===== config.mk =====
export PLATFORM = sky130hd
export DESIGN_NAME = matmul_result_drain_flat
export DESIGN_NICKNAME = d
export VERILOG_FILES = /design/src/rtl/matmul_result_drain_pkg.sv /design/src/rtl/matmul_result_drain_if.sv /design/src/rtl/matmul_result_drain_narrow.sv /design/src/rtl/matmul_result_drain.sv /design/src/flat_wrapper.sv
export SDC_FILE = /design/constraint.sdc
export NUM_CORES = 1
export LEC_CHECK = 0
export CAP_MARGIN = 0
export CORE_UTILIZATION = 30
export CTS_CLUSTER_SIZE = 25
export DETAILED_ROUTE_END_ITERATION = 10
export PLACE_DENSITY_LB_ADDON = 0.15
export SLEW_MARGIN = 20
export SYNTH_ARGS = -nofsm -noshare
export SYNTH_HDL_FRONTEND = slang
export SYNTH_SLANG_ARGS = --single-unit

===== constraint.sdc =====
create_clock -name clk_i -period 7.38 [get_ports clk_i]
set_clock_uncertainty 0.15 [all_clocks]
set_input_delay 2.214 -clock clk_i [delete_from_list [all_inputs] [get_ports clk_i]]
set_output_delay 2.214 -clock clk_i [all_outputs]
set_load 0.03 [all_outputs]

===== src/rtl/matmul_result_drain_pkg.sv =====
// -----------------------------------------------------------------------------
// matmul_drain_pkg
// Shared types and helpers for the matmul result drain block.
//   drain_state_e : drain FSM state encoding (IDLE, DRAIN)
//   TILE_CNT_W    : width of the drained-tile counter
//   sat_narrow()  : clamps a signed value into an out_p-bit signed range and
//                   reports whether clamping happened. Only the narrowing stage
//                   calls it, and only when MATMUL_DRAIN_SATURATE_EN is defined.
// -----------------------------------------------------------------------------
package matmul_drain_pkg;

    localparam int TILE_CNT_W = 16;

    // Working width for the clamp helper; wide enough for any 4*P input.
    localparam int NARROW_W = 64;

    typedef enum logic [0:0] {
        IDLE  = 1'b0,
        DRAIN = 1'b1
    } drain_state_e;

    typedef struct packed {
        logic signed [NARROW_W-1:0] value;
        logic                       clamp;
    } sat_result_t;

    function automatic sat_result_t sat_narrow(input logic signed [NARROW_W-1:0] value,
                                               input int out_p);
        logic signed [NARROW_W-1:0] hi;
        logic signed [NARROW_W-1:0] lo;
        sat_result_t r;
        hi      = (64'sd1 <<< (out_p - 1)) - 64'sd1;
        lo      = -(64'sd1 <<< (out_p - 1));
        r.value = value;
        r.clamp = 1'b0;
        // A full-width target cannot overflow, so it is never clamped.
        if (out_p < NARROW_W) begin
            if (value > hi) begin
                r.value = hi;
                r.clamp = 1'b1;
            end else if (value < lo) begin
                r.value = lo;
                r.clamp = 1'b1;
            end
        end
        return r;
    endfunction

endpackage


===== src/rtl/matmul_result_drain_if.sv =====
// -----------------------------------------------------------------------------
// matmul_result_drain_if
// Bundles the tile input handshake and the row output stream of the drain.
//   D_in/valid_in/ready_in            : tile from the MAC stage
//   data_out/row_out/last_out/
//   valid_out/ready_out               : row stream toward the consumer
// Modports: slave = the drain block, master = its environment (producer and
// consumer together).
// -----------------------------------------------------------------------------
interface matmul_result_drain_if #(
    parameter int M     = 2,
    parameter int N     = 2,
    parameter int P     = 8,
    parameter int OUT_P = 16
);
    localparam int ROW_W = (M > 1) ? $clog2(M) : 1;

    logic [M-1:0][N-1:0][4*P-1:0] D_in;
    logic                         valid_in;
    logic                         ready_in;
    logic [N-1:0][OUT_P-1:0]      data_out;
    logic [ROW_W-1:0]             row_out;
    logic                         last_out;
    logic                         valid_out;
    logic                         ready_out;

    modport slave (
        input  D_in, valid_in, ready_out,
        output ready_in, data_out, row_out, last_out, valid_out
    );

    modport master (
        output D_in, valid_in, ready_out,
        input  ready_in, data_out, row_out, last_out, valid_out
    );

endinterface


===== src/rtl/matmul_result_drain_narrow.sv =====
// -----------------------------------------------------------------------------
// drain_narrow
// Combinational narrowing of one row of N signed elements from IN_W to OUT_W.
//   row_i       : N x IN_W input elements (two's complement)
//   row_o       : N x OUT_W narrowed elements
//   clamp_any_o : high when any element of the row was clamped
// Build option MATMUL_DRAIN_SATURATE_EN: when defined each element is clamped
// to the OUT_W signed range; otherwise the low OUT_W bits are kept and
// clamp_any_o is constant 0.
// -----------------------------------------------------------------------------
module drain_narrow
    import matmul_drain_pkg::*;
#(
    parameter int N     = 2,
    parameter int IN_W  = 32,
    parameter int OUT_W = 16
) (
    input  logic [N-1:0][IN_W-1:0]  row_i,
    output logic [N-1:0][OUT_W-1:0] row_o,
    output logic                    clamp_any_o
);

    logic [N-1:0] clamp;

    for (genvar gi = 0; gi < N; gi++) begin : g_elem
`ifdef MATMUL_DRAIN_SATURATE_EN
        sat_result_t sat_r;
        logic        unused_bits;
        assign sat_r       = sat_narrow(NARROW_W'($signed(row_i[gi])), OUT_W);
        assign row_o[gi]   = sat_r.value[OUT_W-1:0];
        assign clamp[gi]   = sat_r.clamp;
        // Upper bits of the clamped value are pure sign extension.
        assign unused_bits = ^sat_r.value;
`else
        logic unused_bits;
        assign row_o[gi]   = row_i[gi][OUT_W-1:0];
        assign clamp[gi]   = 1'b0;
        // Bits above OUT_W are dropped by truncation.
        assign unused_bits = ^row_i[gi];
`endif
    end

    assign clamp_any_o = |clamp;

endmodule


===== src/rtl/matmul_result_drain.sv =====
// -----------------------------------------------------------------------------
// matmul_result_drain
// Buffers up to BUFFERS result tiles (M x N, 4*P-bit signed) from the MAC
// stage in a ping-pong register bank and streams each tile out one row of N
// elements per beat, narrowed to OUT_P bits.
//   clk_i      : clock, rising edge
//   rst_i      : asynchronous active-high reset; drops all pending tiles
//   bus        : slave side of matmul_result_drain_if (tile in, row stream out)
//   tile_cnt_o : number of tiles fully drained, wraps at 2^16
//   sat_o      : sticky flag, set by an accepted beat containing a clamped
//                element (only with MATMUL_DRAIN_SATURATE_EN; else 0)
// Build option MATMUL_DRAIN_SATURATE_EN selects saturating narrowing.
// Interface parameters must match this module's M, N, P, OUT_P.
// -----------------------------------------------------------------------------
module matmul_result_drain
    import matmul_drain_pkg::*;
#(
    parameter int M       = 2,
    parameter int N       = 2,
    parameter int P       = 8,
    parameter int OUT_P   = 16,
    parameter int BUFFERS = 2
) (
    input  logic                  clk_i,
    input  logic                  rst_i,
    matmul_result_drain_if.slave  bus,
    output logic [TILE_CNT_W-1:0] tile_cnt_o,
    output logic                  sat_o
);

    localparam int IN_W  = 4 * P;
    localparam int ROW_W = (M > 1) ? $clog2(M) : 1;

    localparam logic [0:0] S_IDLE  = IDLE;
    localparam logic [0:0] S_DRAIN = DRAIN;

    typedef logic [M-1:0][N-1:0][IN_W-1:0] tile_t;

    // Two slots are always declared; with BUFFERS = 1 slot 1 is never
    // written and both pointers stay at 0.
    tile_t                 bank_q [2];
    logic [1:0]            bank_full_q, bank_full_d;
    logic                  wr_bank_q, wr_bank_d;
    logic                  rd_bank_q, rd_bank_d;
    logic [ROW_W-1:0]      row_q, row_d;
    logic [0:0]            state_q, state_d;
    logic [TILE_CNT_W-1:0] tile_cnt_q, tile_cnt_d;

    logic                    ready_in_w;
    logic                    accept;
    logic                    draining;
    logic                    beat;
    logic                    last_row;
    logic                    tile_done;
    logic                    other_full;
    tile_t                   rd_tile;
    logic [N-1:0][OUT_P-1:0] row_narrow;
    logic                    clamp_any;

    // ready_in depends only on registered state, so the producer never sees
    // a combinational path from the consumer side.
    assign ready_in_w   = !bank_full_q[wr_bank_q];
    assign accept       = bus.valid_in & ready_in_w;
    assign draining     = (state_q == S_DRAIN);
    assign beat         = draining & bus.ready_out;
    assign last_row     = (row_q == ROW_W'(M - 1));
    assign tile_done    = beat & last_row;
    assign other_full   = (BUFFERS == 2) ? bank_full_q[~rd_bank_q] : 1'b0;

    always_comb begin
        bank_full_d = bank_full_q;
        // Release first, then accept: the two always target different slots
        // because ready_in blocks a write into a full slot.
        if (tile_done) begin
            bank_full_d[rd_bank_q] = 1'b0;
        end
        if (accept) begin
            bank_full_d[wr_bank_q] = 1'b1;
        end

        wr_bank_d = (accept && BUFFERS == 2) ? ~wr_bank_q : wr_bank_q;
        rd_bank_d = (tile_done && BUFFERS == 2) ? ~rd_bank_q : rd_bank_q;

        row_d = row_q;
        if (beat) begin
            row_d = last_row ? '0 : row_q + ROW_W'(1);
        end

        tile_cnt_d = tile_cnt_q + TILE_CNT_W'(tile_done);

        state_d = state_q;
        case (state_q)
            S_IDLE: begin
                if (bank_full_q[rd_bank_q]) begin
                    state_d = S_DRAIN;
                end
            end
            default: begin
                if (tile_done) begin
                    state_d = other_full ? S_DRAIN : S_IDLE;
                end
            end
        endcase
    end

    always_ff @(posedge clk_i or posedge rst_i) begin
        if (rst_i) begin
            bank_full_q <= '0;
            wr_bank_q   <= 1'b0;
            rd_bank_q   <= 1'b0;
            row_q       <= '0;
            state_q     <= S_IDLE;
            tile_cnt_q  <= '0;
        end else begin
            bank_full_q <= bank_full_d;
            wr_bank_q   <= wr_bank_d;
            rd_bank_q   <= rd_bank_d;
            row_q       <= row_d;
            state_q     <= state_d;
            tile_cnt_q  <= tile_cnt_d;
        end
    end

    always_ff @(posedge clk_i or posedge rst_i) begin
        if (rst_i) begin
            for (int b = 0; b < 2; b++) begin
                bank_q[b] <= '0;
            end
        end else begin
            for (int b = 0; b < 2; b++) begin
                if (b < BUFFERS && accept && wr_bank_q == 1'(b)) begin
                    bank_q[b] <= bus.D_in;
                end
            end
        end
    end

    // The slot being read is full and cannot be rewritten until released,
    // so the presented row stays stable under backpressure.
    assign rd_tile = bank_q[rd_bank_q];

`ifdef MATMUL_DRAIN_SATURATE_EN
    drain_narrow #(
        .N     (N),
        .IN_W  (IN_W),
        .OUT_W (OUT_P)
    ) u_narrow (
        .row_i       (rd_tile[row_q]),
        .row_o       (row_narrow),
        .clamp_any_o (clamp_any)
    );

    logic sat_q;
    always_ff @(posedge clk_i or posedge rst_i) begin
        if (rst_i) begin
            sat_q <= 1'b0;
        end else if (beat && clamp_any) begin
            sat_q <= 1'b1;
        end
    end
    assign sat_o = sat_q;
`else
    logic clamp_unused;
    drain_narrow #(
        .N     (N),
        .IN_W  (IN_W),
        .OUT_W (OUT_P)
    ) u_narrow (
        .row_i       (rd_tile[row_q]),
        .row_o       (row_narrow),
        .clamp_any_o (clamp_unused)
    );
    assign clamp_any = 1'b0;
    assign sat_o     = clamp_any;
`endif

    assign bus.ready_in  = ready_in_w;
    assign bus.valid_out = draining;
    assign bus.data_out  = draining ? row_narrow : '0;
    assign bus.row_out   = draining ? row_q : '0;
    assign bus.last_out  = draining & last_row;
    assign tile_cnt_o    = tile_cnt_q;

endmodule


===== src/flat_wrapper.sv =====
// flat-port wrapper written by rule: the top's interface ports become plain ports
module matmul_result_drain_flat import matmul_drain_pkg::*;
#(
    parameter int M       = 2,
    parameter int N       = 2,
    parameter int P       = 8,
    parameter int OUT_P   = 16,
    parameter int BUFFERS = 2
)
  (clk_i, rst_i, tile_cnt_o, sat_o, bus_D_in, bus_valid_in, bus_ready_out, bus_ready_in, bus_data_out, bus_row_out, bus_last_out, bus_valid_out);
  matmul_result_drain_if #(.M(M), .N(N), .P(P), .OUT_P(OUT_P)) bus_i ();
  input  logic clk_i;
  input  logic rst_i;
  output logic [TILE_CNT_W-1:0] tile_cnt_o;
  output logic sat_o;
  input wire logic [$bits(bus_i.D_in)-1:0] bus_D_in;
  input wire logic [$bits(bus_i.valid_in)-1:0] bus_valid_in;
  input wire logic [$bits(bus_i.ready_out)-1:0] bus_ready_out;
  output wire logic [$bits(bus_i.ready_in)-1:0] bus_ready_in;
  output wire logic [$bits(bus_i.data_out)-1:0] bus_data_out;
  output wire logic [$bits(bus_i.row_out)-1:0] bus_row_out;
  output wire logic [$bits(bus_i.last_out)-1:0] bus_last_out;
  output wire logic [$bits(bus_i.valid_out)-1:0] bus_valid_out;
  assign bus_i.D_in = bus_D_in;
  assign bus_i.valid_in = bus_valid_in;
  assign bus_i.ready_out = bus_ready_out;
  assign bus_ready_in = bus_i.ready_in;
  assign bus_data_out = bus_i.data_out;
  assign bus_row_out = bus_i.row_out;
  assign bus_last_out = bus_i.last_out;
  assign bus_valid_out = bus_i.valid_out;
  matmul_result_drain #(.M(M), .N(N), .P(P), .OUT_P(OUT_P), .BUFFERS(BUFFERS)) u_core (.clk_i(clk_i), .rst_i(rst_i), .bus(bus_i), .tile_cnt_o(tile_cnt_o), .sat_o(sat_o));
endmodule

# ---- Word-level counts from Yosys, hierarchy flattened
# Cells that the tools add are included.
dict set report op_classes {
  bitwise 10
  order_cmp 7
  mux 24
  add_sub_neg 2
  reduce_logical 5
}
# operator count
set ops {}
lappend ops {{$mux W112} 3}
lappend ops {{$mux W48} 2}
lappend ops {{$mux W32} 1}
lappend ops {{$add A16 B1 Y16} 1}
lappend ops {{$mux W1} 14}
lappend ops {{$lt A1 B2 Y1 const B} 4}
lappend ops {{$and A1 B1 Y1} 4}
lappend ops {{$logic_and A1 B1 Y1} 4}
lappend ops {{$mux W2} 2}
lappend ops {{$and A2 B2 Y2} 1}
lappend ops {{$demux W1 S1} 2}
lappend ops {{$ge A1 B1 Y1 const B} 2}
lappend ops {{$ge A2 B2 Y1 const B} 1}
lappend ops {{$not A1 Y1} 2}
lappend ops {{$not A1 Y2} 1}
lappend ops {{$not A2 Y2} 1}
lappend ops {{$or A2 B2 Y2} 1}
lappend ops {{$add A1 B1 Y1 const B} 1}
lappend ops {{$logic_not A1 Y1} 1}
dict set report totals {
  ff_bits 246
  inputBits 132
  out_inout_bits 53
}

# ---- Depth between registers and ports, before layout
dict set report depth {
  depth_word 9
  depth_mapped 9
  mapped_depth_nobuf 8
}

# ---- Hierarchy
# A second synthesis with hierarchy kept.
dict set report unflattened {
  hier_cells 776
  hier_area_um2 12455.7
}
# module cells_per_inst instances area_per_inst_um2
set modules_own_cells {}
lappend modules_own_cells {matmul_result_drain 742 1 12204.2}
lappend modules_own_cells {drain_narrow 34 1 251.5}

# ---- Worst setup path after synthesis
# OpenSTA, ideal clock, no wires.
dict set report synth_path {
  path_kind {reg2out}
  from {register u_core.rd_bank_q}
  to {output bus_data_out[17]}
  t_arrival_ns 1.368
  slack_ns 3.648
  path_stages_with_launch 5
  path_buffers 2
  cell_sequence {dfrtp_1 buf_6 buf_8 mux4_2 and2_1}
}
dict set report synth_via {
  elab_chain_cells 7
}
# element line
set synth_lines {}
lappend synth_lines {{start: declaration} matmul_result_drain.sv:44} ;# logic rd_bank_q, rd_bank_d;
lappend synth_lines {{start signal: assignment} matmul_result_drain.sv:117} ;# rd_bank_q <= rd_bank_d;
lappend synth_lines {{$not A1 Y2 (not written as such)} matmul_result_drain.sv:140} ;# assign rd_tile = bank_q[rd_bank_q];
lappend synth_lines {{$mux W112 (not written as such) (3 in a row)} matmul_result_drain.sv:140}
lappend synth_lines {{$mux W48 (not written as such) (2 in a row)} matmul_result_drain.sv:169} ;# .row_i (rd_tile[row_q]),
lappend synth_lines {{$mux W32} matmul_result_drain.sv:179} ;# assign bus.data_out = draining ? row_narrow : '0;
lappend synth_lines {{end: declaration} flat_wrapper.sv:20} ;# output wire logic [$bits(bus_i.data_out)-1:0] bus_data_out;
# Every way passes these cells. The select of a mux whose other input is x is not followed.

# ---- Final worst setup path
dict set report layout_path {
  from {register u_core.rd_bank_q}
  to {output bus_data_out[3]}
}
# Same word-level chain as after synthesis.

==> metrics.yaml <==
outcome: "finished, violations left"
violations: "design-rule violations"
critPathBufInv: 2
rr_startpoint: "u_core.bus.valid_out$_DFF_PP0_"
grt_pass1_wl_mm: 25.02
cts_sinks: 150
fin_area_sq_mm: 0.008810
slowest_stage: "dfrtp_2"
grt_setup_unrepaired: "no"
gp_congestion: 0.7226
ys.flop_type: "dfrtp_1"
cts-buffers-inserted: 17
initial_core_util: 0.3089
whs_ns: 0.3293
avgSynthCellArea_sq_um: 15.80
root_buffer: "clkbuf_16"
die_w_microns: 152.8
core_sq_mm: 0.02209
max_stage_delay_ns: 0.74
dieArea_sq_mm: 0.02335
yosysMostFrequentCell: "dfrtp_1"
drc: 7
num-fill-cells: 2040
synth.ff_latch_count: 150
drv_slew: 0
drt_iter0_drc: 129
routed_via_density: 4.708
hp-start: "u_core.tile_cnt_o[15]$_DFF_PP0_"
arrival_ns: 3.05
cts_buffer_depth: 2
fmax_mhz: 184.7
path_clk_slew_ns: 0.06
path_class: "reg2out"
worst-slew-pin-transition_ns: 0.8890
pin_count: 185
postPlaceCellArea_sq_mm: 0.008214
synthArstFlopShare: 1.000
cp_num_cells: 4
cp.required_ns: 5.02
ys_top_cells_by_area: "dfrtp_1, mux2_2, mux4_2, mux2_1, and2_1"
yosysTopAreaCellShare: 0.5501
startpoint: "u_core.rd_bank_q$_DFFE_PP0P_"
regArea_sq_mm: 0.003756
io_buffers: 119
cts_tree: "yes"
ant_nets: 0
synth_area_sq_mm: 0.006824
ir_worst_vdd_mv: 0.1790
tns_ns: 0
setup_viol: 0
rows: 54
multi_input_area_sq_mm: 0.002835
ys_types: 37
syn-instance-count: 432
synthesis.nets: 566
ff2ff_path_depth: 9
synth-edff-count: 0
crit_path_start_kind: "flip-flop"
p_leak_nw: 3.620
die_y_microns: 152.8
hold_depth: 1
finalCritPeriodShare: 0.7336
ys_seq_area_frac: 0.5501
clkLatencyLatePin_ns: 0.41
cts_hold_buf: 0
wirelength_mm: 15.17
relSlewSlack: 0.4073
path_max_fanout: 21
vias: 3969
path_delay_family: "buffers and inverters"
first_pass_iters: 9
max_cap_viol_count: 0
finalHoldViolCount: 0
grt_start_max_net_pins: 96
syn_to_final_growth_pct: 29.10
end_kind: "output port"
synth_warnings: 0
dp_hpwl_mm: 9.507
wl_per_cell_microns: 17.99
ctsResizeCount: 0
cts_setup_buffers: 0
holdCritPathClass: "reg2reg"
nets: 685
powerDensity_mw_per_mm2: 474.5
fin_crit_ns: 5.414
synth_commonest_cells: "dfrtp_1, mux2_2, mux2_1, and2_1, mux4_2"
antenna_found_initial: 0
yosysTopAreaCell: "dfrtp_1"
drive_above_1_share: 0.2718
n_antenna_cell: 0
grt_pass1_vias: 4535
crit_chain: "buf_4, mux4_1, and2_1, clkdlybuf4s50_1"
track_usage: 0.1390
htreeDepth: 4
grt_overflow_total: 0
## cell type report
| cell class | instances | area share |
|---|---|---|
| clock inverters | 12 | 0.01477 |
| repair buffers | 128 | 0.1452 |
| inverters | 3 | 0.001846 |
| clock buffers | 19 | 0.05028 |
| well taps | 280 | 0.03977 |
| flip-flops and latches | 150 | 0.4264 |
| multi-input cells | 251 | 0.3218 |
## layout by cell type, fill, tap and decap left out, types with 3 or more instances in the layout
| cell | synthesis | layout |
|---|---|---|
| clkbuf_16 | 0 | 17 |
| mux2_2 | 79 | 79 |
| mux4_1 | 6 | 6 |
| nand3_1 | 8 | 8 |
| clkinv_2 | 0 | 4 |
| mux2_1 | 49 | 49 |
| mux4_2 | 26 | 26 |
| nor2_1 | 3 | 3 |
| xnor2_1 | 9 | 9 |
| dfrtp_1 | 150 | 148 |
| clkdlybuf4s50_1 | 0 | 119 |
| and2_1 | 34 | 34 |
| xor2_1 | 7 | 7 |
| nand2_1 | 8 | 8 |
| clkinv_4 | 0 | 3 |
| buf_4 | 10 | 6 |
## worst register-to-register path: stages, from the launching register on
cell	delay (ns)
dfrtp_1	0.67
buf_4	0.43
nand3_4	0.18
inv_1	0.14
and2_1	0.14
ha_1	0.21
nand2_1	0.13
nor4_4	0.25
nand3_1	0.14
xnor2_1	0.14
## through the flow
| stage | total power [mW] | instances | utilization | setup slack [ns] |
|---|---|---|---|---|
| after floorplan | 2.763 | 432 | - | 0.9796 |
| after global placement | 3.310 | 810 | 0.3718 | 2.335 |
| after detailed placement | 3.370 | 810 | 0.3718 | 2.343 |
| after CTS | 4.251 | 841 | 0.3977 | 1.868 |
| after global routing | 4.441 | 843 | 0.3987 | 1.794 |
| final | 4.180 | 843 | 0.3987 | 1.966 |
## flip-flops by register name (all words and copies together), names as in the netlist
name / flops
u_core.bank_full_q: 2
u_core.bank_q: 128
u_core.bus.valid_out: 1
u_core.last_row: 1
u_core.rd_bank_q: 1
u_core.tile_cnt_o: 16
u_core.wr_bank_q: 1
## worst paths after layout
| check | to | slack [ns] |
|---|---|---|
| worst max register to register | u_core.tile_cnt_o[14]$_DFF_PP0_ | 4.69 |
| worst min-delay path | u_core.tile_cnt_o[15]$_DFF_PP0_ | 0.33 |
| worst max-delay path | bus_data_out[3] | 1.97 |
| worst min register to register | u_core.tile_cnt_o[15]$_DFF_PP0_ | 0.33 |
| min in group asynchronous | u_core.bank_q[206]$_DFFE_PP0P_ | 2.19 |
| max in group asynchronous | u_core.bank_q[76]$_DFFE_PP0P_ | 3.53 |
## metal layers
metal	track usage	part of all wire
met5	0	0
met2	0.2267	0.48
met1	0.1738	0.45
met3	0.04366	0.060
met4	0.04858	0.013
## cells by family after synthesis
logic type      share of synthesized area
fa+ha+maj                        0.003666
compound gates                   0.004768
xor+xnor                          0.02054
other cells                     0.0005495
mux                                0.3216
flops                              0.5501
buf+inv                           0.03539
simple gates                      0.06344
## report_power, final
group | switching, mW | total (mW) | internal (mW)
clock | 0.346 | 0.851 | 0.505
sequential | 0.260 | 1.47 | 1.21
combinational | 0.843 | 1.85 | 1.01
(Power assumes the default switching activity.)
